==> src/rtl/cpu_seq.sv <==
`default_nettype none
// ============================================================================
//  Module   : cpu_seq
//  Purpose  : Multi-T-state CPU sequencer. Every state lasts whole M-cycles
//             of T_PER_M T-states each. Supports a small opcode subset:
//             NOP, HALT, DI, EI, JP nn and JR e. Memory wait states stretch
//             the last T-state of a memory M-cycle.
//  Ports    : i_clk, i_rst (sync, active high)
//             i_mem_rd_data, i_mem_ready       - memory read data / ready
//             o_mem_rd_en, o_mem_rd_addr       - read strobe / address
//             o_mem_wr_en, o_mem_wr_addr,
//             o_mem_wr_data                    - write strobe / addr / data
//             i_irq, o_irq_ack                 - interrupt request / ack
//             o_halted, o_pc, o_m_end          - status
//  Config   : define CPU_SEQ_IRQ_EN to build the interrupt entry sequence,
//             IME and DI/EI. Without it i_irq only wakes HALT.
//  Revision : 1.0 - initial release
// ============================================================================
module cpu_seq #(
    parameter int          T_PER_M    = 4,
    parameter logic [15:0] RESET_PC   = 16'h0100,
    parameter logic [15:0] RESET_SP   = 16'hFFFE,
    parameter logic [15:0] IRQ_VECTOR = 16'h0040
) (
    input  logic        i_clk,
    input  logic        i_rst,
    input  logic [7:0]  i_mem_rd_data,
    input  logic        i_mem_ready,
    output logic        o_mem_rd_en,
    output logic [15:0] o_mem_rd_addr,
    output logic        o_mem_wr_en,
    output logic [15:0] o_mem_wr_addr,
    output logic [7:0]  o_mem_wr_data,
    input  logic        i_irq,
    output logic        o_irq_ack,
    output logic        o_halted,
    output logic [15:0] o_pc,
    output logic        o_m_end
);

    localparam logic [2:0] c_t_last   = 3'(T_PER_M - 1);
    localparam logic [7:0] c_op_jp    = 8'hC3;
    localparam logic [7:0] c_op_jr    = 8'h18;
    localparam logic [7:0] c_op_halt  = 8'h76;
`ifdef CPU_SEQ_IRQ_EN
    localparam logic [7:0] c_op_di    = 8'hF3;
    localparam logic [7:0] c_op_ei    = 8'hFB;
`endif

    typedef enum logic [2:0] {
        S_FETCH   = 3'd0,
        S_OPERAND = 3'd1,
        S_EXEC    = 3'd2,
        S_HALT    = 3'd3
`ifdef CPU_SEQ_IRQ_EN
        , S_IRQ   = 3'd4
`endif
    } state_t;

    state_t      r_state;
    state_t      w_next;
    state_t      w_boundary_next;
    logic [2:0]  r_t;
    logic [2:0]  r_m;          // M-cycle index within the current state
    logic [15:0] r_pc;
    logic [7:0]  r_ir;
    logic [7:0]  r_lo;
    logic [7:0]  r_hi;
`ifdef CPU_SEQ_IRQ_EN
    logic [15:0] r_sp;
    logic        r_ime;
    logic        r_ei_pend;    // EI seen; IME rises after the next FETCH
    logic        w_ime_now;
`endif

    logic        w_last;
    logic        w_m_end;
    logic        w_rd_en;
    logic [15:0] w_rd_addr;
    logic        w_wr_en;
    logic [15:0] w_wr_addr;
    logic [7:0]  w_wr_data;
    logic        w_irq_ack;
    logic        w_halted;

    assign w_last = (r_t == c_t_last);

    // ------------------------------------------------------------------
    // Next state and bus outputs
    // ------------------------------------------------------------------
    always_comb begin
        w_next    = r_state;
        w_rd_en   = 1'b0;
        w_rd_addr = 16'h0000;
        w_wr_en   = 1'b0;
        w_wr_addr = 16'h0000;
        w_wr_data = 8'h00;
        w_irq_ack = 1'b0;
        w_halted  = 1'b0;
        w_m_end   = 1'b0;

        // Where an instruction goes once its final M-cycle completes.
`ifdef CPU_SEQ_IRQ_EN
        // A DI being fetched right now must already block the request.
        w_ime_now = ((r_state == S_FETCH) && (i_mem_rd_data == c_op_di))
                    ? 1'b0 : (r_ime | r_ei_pend);
        w_boundary_next = (i_irq && w_ime_now) ? S_IRQ : S_FETCH;
`else
        w_boundary_next = S_FETCH;
`endif

        case (r_state)
            S_FETCH, S_OPERAND: begin
                w_rd_en   = 1'b1;
                w_rd_addr = r_pc;
            end
            S_HALT: w_halted = 1'b1;
`ifdef CPU_SEQ_IRQ_EN
            S_IRQ: begin
                w_irq_ack = (r_m == 3'd0) && (r_t == 3'd0);
                if (r_m == 3'd2) begin
                    w_wr_en   = 1'b1;
                    w_wr_addr = r_sp - 16'd1;
                    w_wr_data = r_pc[15:8];
                end else if (r_m == 3'd3) begin
                    w_wr_en   = 1'b1;
                    w_wr_addr = r_sp - 16'd2;
                    w_wr_data = r_pc[7:0];
                end
            end
`endif
            default: ;
        endcase

        // Internal M-cycles ignore i_mem_ready.
        w_m_end = w_last && (i_mem_ready || !(w_rd_en || w_wr_en));

        if (w_m_end) begin
            case (r_state)
                S_FETCH: begin
                    case (i_mem_rd_data)
                        c_op_jp, c_op_jr: w_next = S_OPERAND;
                        c_op_halt:        w_next = S_HALT;
                        default:          w_next = w_boundary_next;
                    endcase
                end
                S_OPERAND: begin
                    if ((r_ir == c_op_jp) && (r_m == 3'd0))
                        w_next = S_OPERAND;
                    else
                        w_next = S_EXEC;
                end
                S_EXEC: w_next = w_boundary_next;
                S_HALT: if (i_irq) w_next = w_boundary_next;
`ifdef CPU_SEQ_IRQ_EN
                S_IRQ:  if (r_m == 3'd4) w_next = S_FETCH;
`endif
                default: w_next = S_FETCH;
            endcase
        end
    end

    // ------------------------------------------------------------------
    // State register
    // ------------------------------------------------------------------
    always_ff @(posedge i_clk) begin
        if (i_rst) r_state <= S_FETCH;
        else       r_state <= w_next;
    end

    // ------------------------------------------------------------------
    // T/M counters and datapath registers
    // ------------------------------------------------------------------
    always_ff @(posedge i_clk) begin
        if (i_rst) begin
            r_t  <= 3'd0;
            r_m  <= 3'd0;
            r_pc <= RESET_PC;
            r_ir <= 8'h00;
            r_lo <= 8'h00;
            r_hi <= 8'h00;
`ifdef CPU_SEQ_IRQ_EN
            r_sp      <= RESET_SP;
            r_ime     <= 1'b0;
            r_ei_pend <= 1'b0;
`endif
        end else begin
            // T holds at its last value while a wait state is inserted.
            if (w_m_end)      r_t <= 3'd0;
            else if (!w_last) r_t <= r_t + 3'd1;

            if (w_m_end) begin
                r_m <= (w_next != r_state) ? 3'd0 : r_m + 3'd1;
                case (r_state)
                    S_FETCH: begin
                        r_ir <= i_mem_rd_data;
                        r_pc <= r_pc + 16'd1;
`ifdef CPU_SEQ_IRQ_EN
                        if (i_mem_rd_data == c_op_di) begin
                            r_ime     <= 1'b0;
                            r_ei_pend <= 1'b0;
                        end else begin
                            if (r_ei_pend) r_ime <= 1'b1;
                            r_ei_pend <= (i_mem_rd_data == c_op_ei);
                        end
`endif
                    end
                    S_OPERAND: begin
                        if (r_m == 3'd0) r_lo <= i_mem_rd_data;
                        else             r_hi <= i_mem_rd_data;
                        r_pc <= r_pc + 16'd1;
                    end
                    S_EXEC: begin
                        if (r_ir == c_op_jp) r_pc <= {r_hi, r_lo};
                        else                 r_pc <= r_pc + {{8{r_lo[7]}}, r_lo};
                    end
`ifdef CPU_SEQ_IRQ_EN
                    S_IRQ: begin
                        if (r_m == 3'd4) begin
                            r_pc  <= IRQ_VECTOR;
                            r_sp  <= r_sp - 16'd2;
                            r_ime <= 1'b0;
                        end
                    end
`endif
                    default: ;
                endcase
            end
        end
    end

`ifndef CPU_SEQ_IRQ_EN
    // Stack and vector parameters only matter when interrupt entry exists.
    logic w_unused_cfg;
    assign w_unused_cfg = ^{RESET_SP, IRQ_VECTOR};
`endif

    // Reset forces every bus output quiet in the same cycle.
    assign o_mem_rd_en   = w_rd_en & ~i_rst;
    assign o_mem_rd_addr = i_rst ? 16'h0000 : w_rd_addr;
    assign o_mem_wr_en   = w_wr_en & ~i_rst;
    assign o_mem_wr_addr = i_rst ? 16'h0000 : w_wr_addr;
    assign o_mem_wr_data = i_rst ? 8'h00 : w_wr_data;
    assign o_irq_ack     = w_irq_ack & ~i_rst;
    assign o_halted      = w_halted & ~i_rst;
    assign o_m_end       = w_m_end & ~i_rst;
    assign o_pc          = r_pc;

endmodule
`default_nettype wire

==> config.mk <==
export PLATFORM = sky130hd
export DESIGN_NAME = cpu_seq
export DESIGN_NICKNAME = d
export VERILOG_FILES = /design/src/rtl/cpu_seq.sv
export SDC_FILE = /design/constraint.sdc
export NUM_CORES = 1
export LEC_CHECK = 0
export BUFFER_PORTS_ARGS = -buffer_cell sky130_fd_sc_hd__buf_4
export CORE_MARGIN = 8
export CORE_UTILIZATION = 35
export DETAILED_ROUTE_END_ITERATION = 12
export SLEW_MARGIN = 5
export SYNTH_ARGS = -nofsm -noshare
export SYNTH_HDL_FRONTEND = slang
export SYNTH_SLANG_ARGS = --single-unit
==> constraint.sdc <==
create_clock -name i_clk -period 5 [get_ports i_clk]
set_input_delay 0.5 -clock i_clk [delete_from_list [all_inputs] [get_ports i_clk]]
set_output_delay 0.5 -clock i_clk [all_outputs]
set_load 0.05 [all_outputs]
==> summary.md, run 1 <==
| Metric | Value |
|---|---|
| Post-synth EDFFs | `0` |
| Largest net degree at the start of global routing | `58` |
| Final WL | `10300 um` |
| DP Cell Count | `631` |
| Post-DP Area | `0.00401 mm2` |
| Die span in y | `119 um` |
| Synth Area in Adders | `7.29%` |
| CP startpoint kind | `flip-flop` |
| Critical Path Fanout Max | `9` |
| DP HPWL | `7610 um` |
| Vias in the first global route | `3159` |
| Max Root-Sink Buffers | `2` |
| Fmax | `355 MHz` |
| Peak VDD IR | `0.000111 V` |
| Hold Path Class | `input port to flip-flop` |
| Clk sink count | `49` |
| Final core utilization | `39.9%` |
| Final hold vios | `0` |
| Reg clk slew, reported paths | `110 ps` |
| Mapped Area | `0.00371 mm2` |
| Starting Density | `35.9%` |
| Count of different cell masters after synthesis | `64` |
| Post-synthesis sequential area ratio | `26.5%` |
| Maxcap violations | `0` |
| Hold Path Sink | `r_lo[3]$_SDFFE_PP0P_` |
| Grt ovf | `0` |
| Via density per instance | `5.39` |
| FILL cells | `1055` |
| Max-slew violation count | `0` |
| Slew headroom | `41.6%` |
| Pre-antenna DRT Iters | `5` |
| Final #Nets | `535` |
| Area Overhead vs Synth | `11.3%` |
| Starting DRT DRC Count | `265` |
| Crit-path cells | `ha_1, inv_1, fa_1, nor2b_1, o2111ai_1, and4b_1, or4b_2, o311ai_0, o22ai_1` |
| Proportion of synthesized area in mux cells | `7.06%` |
| Drt wl/cell | `16.0 um` |
| Fin Hold WS | `473 ps` |
| Setup violations, final | `0` |
| Post-layout min period | `2820 ps` |
| Worst-Margin Slew | `872 ps` |
| Post-synth top flop | `dfxtp_1` |
| Site Rows | `37` |
| CTS-repair resized insts | `0` |
| Compound-Gate Fraction of Synth Area | `20.0%` |
| Yosys top cell area share | `26.5%` |
| Die area | `0.0141 mm2` |
| Power density of the placed cells | `219 mW/mm2` |
| Root Driver | `clkbuf_8` |
| Hold depth | `3` |
| Worst EP arrival | `3000 ps` |
| Initial antenna violation count | `0` |
| Total number of vias | `3443` |
| Simple-Gate Fraction of Synth Area | `25.0%` |
| Commonest cells post-synth | `nor2_1, dfxtp_1, a21oi_1` |
| Asr flop ratio synth | `0%` |
| Final Instance Count excl. Fillers | `639` |
| Setup TNS | `0 ps` |
| Final WS setup | `2180 ps` |
| Share of layout cells above drive strength 1 | `14.3%` |
| Reg2Reg Setup Slack | `2180 ps` |
| DRC viols | `0` |
| Setup crit end kind | `flip-flop` |
| Worst Path Required | `5180 ps` |
| N_diodes | `0` |
| Status | `completed` |
| R2R Path End | `o_pc[14]$_SDFFE_PP0P_` |
| I/O Buffers | `46` |
| Clk_skew | `9.00 ps` |
| CTS Buf Count | `5` |
| Finished Cell Area | `0.00412 mm2` |
| RSZ-0062 raised after global routing | `no` |
| Largest stage delay on the critical path | `640 ps` |
| Seq cells post-synth | `49` |
| Pleak | `1.59 nW` |
| Ranking of synthesized cells by area | `dfxtp_1, ha_1, mux2i_1` |
| Hold-fix buffers at CTS | `0` |
| Core Area | `0.0103 mm2` |
| CTS HTree Levels | `2` |
| Yosys Warn Count | `0` |
| R2r startpoint | `o_pc[0]$_SDFFE_PP0P_` |
| I/O pins | `73` |
| Total power | `0.904 mW` |
| Largest family of logic cells by synthesized area | `simple AND/OR/NAND/NOR gates` |
| # Post-CTS Setup Buffers | `0` |
| Setup WS pre-CTS | `2220 ps` |
| First-pass GRT wire length | `16400 um` |
| Die Wd | `119 um` |
| Global Route Usage Sum | `13.8%` |
| CTS tree | `done` |
| Synth Instances | `470` |
| Routed Antenna Nets | `0` |
| Later-pin clock latency in the skew report | `310 ps` |
| Most numerous cell in the Yosys netlist | `nor2_1` |
| Xor and xnor fraction of the mapped netlist area | `3.31%` |
| R2r worst-path depth | `9` |
| Syn avg cell area | `7.89 um2` |
| Area leader, netlist | `dfxtp_1` |
| Slowest CP cell | `or4b_2` |
| Hold Startpoint | `i_mem_rd_data[3]` |
| Kind of critical path | `flip-flop to flip-flop` |
| Routability cong. | `0.949` |
| Period utilisation layout | `56.3%` |
[per-layer routing]
layer | vias to the layer above | GRT usage, % | part of all wire, %
met4 | 0 | 2.61 | 0.88
met2 | 120 | 22.5 | 45
li1 | 1710 | - | -
met1 | 1604 | 18.5 | 46
met3 | 9 | 2.88 | 7.7
met5 | - | 0 | 0
[how the worst max path moves through the flow]
stage / to / slack (ps) / start / cells after the start
2_1_floorplan: o_pc[14]$_SDFFE_PP0P_ / 2070 / o_pc[0]$_SDFFE_PP0P_ / 9
3_3_place_gp: o_pc[14]$_SDFFE_PP0P_ / 2280 / o_pc[0]$_SDFFE_PP0P_ / 9
3_5_place_dp: o_pc[14]$_SDFFE_PP0P_ / 2220 / o_pc[0]$_SDFFE_PP0P_ / 9
4_1_cts: o_pc[14]$_SDFFE_PP0P_ / 2200 / o_pc[0]$_SDFFE_PP0P_ / 9
5_1_grt: o_pc[14]$_SDFFE_PP0P_ / 2040 / o_pc[0]$_SDFFE_PP0P_ / 9
6_report: o_pc[14]$_SDFFE_PP0P_ / 2180 / o_pc[0]$_SDFFE_PP0P_ / 9
[kinds of logic after synthesis]
kind of cell	Yosys count
flops	49
simple gates	181
xor+xnor	14
other cells	1
compound gates	114
mux	26
buf+inv	64
fa+ha+maj	21
[report_power, final]
part | total (mW) | leakage, nW | internal, mW | switching [mW]
Combinational | 0.181 | 1.14 | 0.0502 | 0.131
Sequential | 0.419 | 0.395 | 0.405 | 0.0134
Clock | 0.304 | 0.0591 | 0.153 | 0.151
[layout by cell type, fill, tap and decap left out, drive strengths merged, types with 4 or more instances in the layout]
cell    count
xnor2       6
o22ai       5
nor2       55
or3         6
nand2      32
nor2b       4
a21oi      33
nand4       5
o21ai      20
o31ai       8
buf        51
a31oi       5
xor2        8
dfxtp      49
nand2b      4
or3b        4
mux2i      25
a21o        4
nor4        4
conb       26
nor3       19
nor3b       4
nand3      12
o32ai       4
inv        15
clkbuf      5
ha         20
nand3b      5
a211oi     10
and2       18
[cell type report]
cell class | instances | area, um2 | share of cell area [%]
Tap cell | 136 | 170 | 4.13
Multi-Input combinational cell | 382 | 2420 | 58.8
Clock buffer | 5 | 68.8 | 1.67
Sequential cell | 49 | 981 | 23.8
Timing Repair Buffer | 51 | 383 | 9.28
Clock inverter | 3 | 47.5 | 1.15
Inverter | 13 | 48.8 | 1.18
[flip-flops by register name, indices dropped and copies added (netlist names)]
signal,flops
o_pc,16
r_hi,8
r_ir,8
r_lo,8
r_m,3
r_state,3
r_t,3
[critical path: cells and delay by family, from the launching register on]
family	cells	cell delay, ps
buffers and inverters	1	50
and+or+nand+nor	3	1100
DFF	1	490
AOI/OAI and AO/OA	3	430
adders and majority gates	2	620
No activity file was read; power rests on OpenSTA's default activity.
==> run 2, diff against run 1 <==
- clock period: 5 -> 2.6 ns (I/O delays scaled with it)
==> summary.md, run 2 (same netlist as run 1, synthesis figures left out) <==
| Metric | Value |
|---|---|
| CTS Buf Count | `5` |
| R2R Path End | `o_pc[10]$_SDFFE_PP0P_` |
| CP startpoint kind | `flip-flop` |
| Hold Startpoint | `i_mem_rd_data[6]` |
| Vias in the first global route | `3371` |
| Slew headroom | `63.5%` |
| Starting Density | `35.9%` |
| Area Overhead vs Synth | `15.4%` |
| Reg clk slew, reported paths | `110 ps` |
| Routed Antenna Nets | `0` |
| Worst EP arrival | `2700 ps` |
| Hold Path Class | `input port to flip-flop` |
| Fmax | `404 MHz` |
| DRC viols | `0` |
| Setup TNS | `0 ps` |
| Share of layout cells above drive strength 1 | `18.7%` |
| Site Rows | `37` |
| Setup WS pre-CTS | `-30.8 ps` |
| Final hold vios | `0` |
| Power density of the placed cells | `390 mW/mm2` |
| Largest net degree at the start of global routing | `42` |
| Worst-Margin Slew | `542 ps` |
| Post-layout min period | `2480 ps` |
| Hold-fix buffers at CTS | `0` |
| Status | `completed` |
| Final WL | `10400 um` |
| Max Root-Sink Buffers | `2` |
| Initial antenna violation count | `0` |
| N_diodes | `0` |
| Drt wl/cell | `15.8 um` |
| Most frequent cells in the layout | `buf_4, nor2_1, dfxtp_1` |
| Via density per instance | `5.34` |
| Kind of critical path | `flip-flop to flip-flop` |
| Setup violations, final | `0` |
| Starting DRT DRC Count | `211` |
| Worst Path Required | `2830 ps` |
| Pre-antenna DRT Iters | `7` |
| First-pass GRT wire length | `17000 um` |
| R2r startpoint | `o_pc[2]$_SDFFE_PP0P_` |
| Pleak | `1.69 nW` |
| Die Wd | `119 um` |
| Die span in y | `119 um` |
| Final #Nets | `555` |
| Peak VDD IR | `0.000281 V` |
| Die area | `0.0141 mm2` |
| Setup crit end kind | `flip-flop` |
| R2r worst-path depth | `9` |
| Hold depth | `3` |
| Global Route Usage Sum | `14.3%` |
| Area of the multi-input gates | `0.00244 mm2` |
| FILL cells | `1062` |
| Reg2Reg Setup Slack | `120 ps` |
| Max-slew violation count | `0` |
| DP HPWL | `7900 um` |
| Sequential cell area | `990 um2` |
| Total number of vias | `3518` |
| Maxcap violations | `0` |
| Root Driver | `clkbuf_8` |
| Period utilisation layout | `95.2%` |
| I/O Buffers | `46` |
| Clk sink count | `49` |
| Grt ovf | `0` |
| Core Area | `0.0103 mm2` |
| Routability cong. | `0.887` |
| Later-pin clock latency in the skew report | `310 ps` |
| Most common cell after layout, fill and taps aside | `buf_4` |
| Number of flip-flops in the largest register | `16` |
| I/O pins | `73` |
| CTS tree | `done` |
| Final WS setup | `124 ps` |
| Critical Path Fanout Max | `9` |
| Clk_skew | `6.03 ps` |
| Hold Path Sink | `r_lo[6]$_SDFFE_PP0P_` |
| CTS HTree Levels | `2` |
| RSZ-0062 raised after global routing | `no` |
## run 2: cell type report
class | instances | area share [%]
Clock buffer | 5 | 1.61
Clock inverter | 3 | 0.673
Inverter | 13 | 1.14
Multi-Input combinational cell | 382 | 57.0
Sequential cell | 49 | 23.1
Tap cell | 136 | 3.98
Timing Repair Buffer | 71 | 12.5
## run 2: power breakdown
group | internal (mW) | leakage (nW) | switching (mW) | total, mW
sequential | 0.780 | 0.398 | 0.0177 | 0.797
clock | 0.202 | 0.0506 | 0.300 | 0.503
combinational | 0.105 | 1.24 | 0.261 | 0.366
total | 1.09 | 1.69 | 0.579 | 1.67
## run 2: critical path, stage by stage (launching register included)
cell,delay (ps)
dfxtp_1,510
ha_1,330
nor2b_2,180
o2111ai_2,220
and4b_1,270
buf_4,120
buf_4,100
nor3_1,40
or3b_2,430
a211oi_1,200
## run 2: worst max path at each step
stage	startpoint	endpoint	cells past startpoint
6_report	o_pc[2]$_SDFFE_PP0P_	o_pc[10]$_SDFFE_PP0P_	9
5_1_grt	r_lo[0]$_SDFFE_PP0P_	o_pc[14]$_SDFFE_PP0P_	9
4_1_cts	r_lo[0]$_SDFFE_PP0P_	o_pc[14]$_SDFFE_PP0P_	9
3_5_place_dp	r_lo[0]$_SDFFE_PP0P_	o_pc[14]$_SDFFE_PP0P_	9
3_3_place_gp	r_lo[0]$_SDFFE_PP0P_	o_pc[14]$_SDFFE_PP0P_	9
2_1_floorplan	o_pc[0]$_SDFFE_PP0P_	o_pc[14]$_SDFFE_PP0P_	9
## run 2: routing by layer
metal	global-route usage (%)	vias up	part of all wire [%]
li1	-	1750	-
met1	19.2	1624	47
met2	22.6	131	43
met3	2.88	13	8.2
met4	4.03	0	1.7
met5	0	-	0
## run 2: metrics by stage
step	cells	hold WS, ps	cell area, um2	power, mW	utilization [%]
final	659	230	4280	1.67	41.4
after CTS	658	224	4260	1.68	41.3
after detailed placement	649	473	4150	1.18	40.2
after global placement	649	469	4150	1.17	40.2
after floorplan	495	407	3810	1.12	-
after global routing	659	242	4280	1.74	41.4
## run 2: what timing repair did
item                                    CTS  global route
endpoints found under the setup margin    1             1
pin swaps                                 1             2
resized for setup                         2             2
buffers inserted                          1             1
==> run 3, diff against run 2 <==
- PLACE_DENSITY: not set -> 0.51
==> summary.md, run 3 (same netlist as run 1, synthesis figures left out) <==
| Metric | Value |
|---|---|
| Status | `completed` |
| Die Wd | `119 um` |
| Pre-antenna DRT Iters | `4` |
| Finished Cell Area | `0.00430 mm2` |
| CTS tree | `done` |
| Core Area | `0.0103 mm2` |
| Later-pin clock latency in the skew report | `310 ps` |
| Period utilisation layout | `96.5%` |
| Vias in the first global route | `3320` |
| DP Cell Count | `649` |
| Clk sink count | `49` |
| Max-slew violation count | `0` |
| Die area | `0.0141 mm2` |
| Final hold vios | `0` |
| Pleak | `1.70 nW` |
| Area of the multi-input gates | `0.00245 mm2` |
| Via density per instance | `5.26` |
| Kind of critical path | `flip-flop to flip-flop` |
| DP HPWL | `8050 um` |
| Hold Path Class | `input port to flip-flop` |
| Max Root-Sink Buffers | `2` |
| Area Overhead vs Synth | `16.1%` |
| Routability cong. | `0.866` |
| Worst EP arrival | `2700 ps` |
| DRC viols | `0` |
| Setup violations, final | `0` |
| Routed Antenna Nets | `0` |
| Clk_skew | `13.2 ps` |
| Post-layout min period | `2510 ps` |
| Hold-fix buffers at CTS | `0` |
| I/O pins | `73` |
| CTS HTree Levels | `2` |
| CTS Buf Count | `5` |
| Initial antenna violation count | `0` |
| Critical Path Fanout Max | `3` |
| Site Rows | `37` |
| Drt wl/cell | `16.2 um` |
| Root Driver | `clkbuf_8` |
| Peak VDD IR | `0.000255 V` |
| Reg clk slew, reported paths | `110 ps` |
| Final WL | `10700 um` |
| Total number of vias | `3478` |
| Starting DRT DRC Count | `179` |
| Final #Nets | `557` |
| CP startpoint kind | `flip-flop` |
| Largest net degree at the start of global routing | `57` |
| Setup crit end kind | `flip-flop` |
| Most common cell after layout, fill and taps aside | `buf_4` |
| First-pass GRT wire length | `17400 um` |
| I/O Buffers | `46` |
| Number of flip-flops in the largest register | `16` |
| Grt ovf | `0` |
| FILL cells | `1086` |
| RSZ-0062 raised after global routing | `no` |
| Most frequent cells in the layout | `buf_4, nor2_1, dfxtp_1` |
| Global Route Usage Sum | `14.7%` |
| Power density of the placed cells | `384 mW/mm2` |
| Share of layout cells above drive strength 1 | `19.4%` |
| N_diodes | `0` |
| Final Instance Count excl. Fillers | `661` |
| Sequential cell area | `988 um2` |
| Slew headroom | `30.4%` |
| Fmax | `399 MHz` |
| Worst Path Required | `2790 ps` |
| Worst-Margin Slew | `1040 ps` |
| Die span in y | `119 um` |
| Starting Density | `35.9%` |
| Post-DP Area | `0.00416 mm2` |
| Maxcap violations | `0` |
## run 3: cell count changes in the layout (fill, tap and decap cells not counted), sizes merged
cell,change
clkinv,-1
clkinvlp,+1
buf,+2
## run 3: power breakdown
group	switching [mW]	internal, mW	total, mW	leakage [nW]
registers	0.0188	0.780	0.798	0.397
clock network	0.291	0.197	0.488	0.0452
logic	0.263	0.105	0.367	1.26
## run 3: critical path, stage by stage (launching register included)
cell and delay (ps):
dfxtp_4 350, ha_1 160, inv_1 60, fa_2 370, nor2b_4 140, o2111ai_2 180, and4b_2 270, or4b_2 630
o311ai_1 120, o22ai_1 120
## run 3: layer usage
metal / routed length [um] / global-route usage, %
met5: 0 / 0
met3: 764 / 2.93
met2: 4940 / 24.0
met4: 30 / 1.98
met1: 4960 / 20.1
## run 3: layout make-up
class / count / share of cell area (%)
Clock buffer: 5 / 1.60
Clock inverter: 3 / 0.582
Inverter: 13 / 1.13
Multi-Input combinational cell: 382 / 57.0
Sequential cell: 49 / 23.0
Tap cell: 136 / 3.96
Timing Repair Buffer: 73 / 12.7
## run 3: path summary, 6_finish.rpt
path | slack [ps] | depth (start not counted) | start | to
worst max-delay path | 90 | 9 | o_pc[0]$_SDFFE_PP0P_ | o_pc[14]$_SDFFE_PP0P_
worst min-delay path | 230 | 3 | i_mem_rd_data[6] | r_lo[6]$_SDFFE_PP0P_
worst max register to register | 90 | 9 | o_pc[0]$_SDFFE_PP0P_ | o_pc[14]$_SDFFE_PP0P_
worst min register to register | 490 | 2 | r_hi[0]$_SDFFE_PP0P_ | o_pc[8]$_SDFFE_PP1P_
## run 3: timing repair
item,in CTS,in global routing
gates resized for setup,3,4
endpoints found under the setup margin,1,2
pin swaps,1,2
setup buffers,2,2
## run 3: per-stage QoR
| stage | util, % | hold slack, ps | setup TNS [ps] | setup WS [ps] | total power, mW |
|---|---|---|---|---|---|
| after floorplan | - | 407 | 0 | 15.8 | 1.12 |
| after global placement | 40.2 | 472 | 0 | 21.1 | 1.18 |
| after detailed placement | 40.2 | 482 | -71.7 | -71.7 | 1.18 |
| after CTS | 41.4 | 221 | 0 | 0.979 | 1.67 |
| after global routing | 41.7 | 228 | 0 | 15.0 | 1.74 |
| final | 41.7 | 228 | 0 | 91.0 | 1.65 |
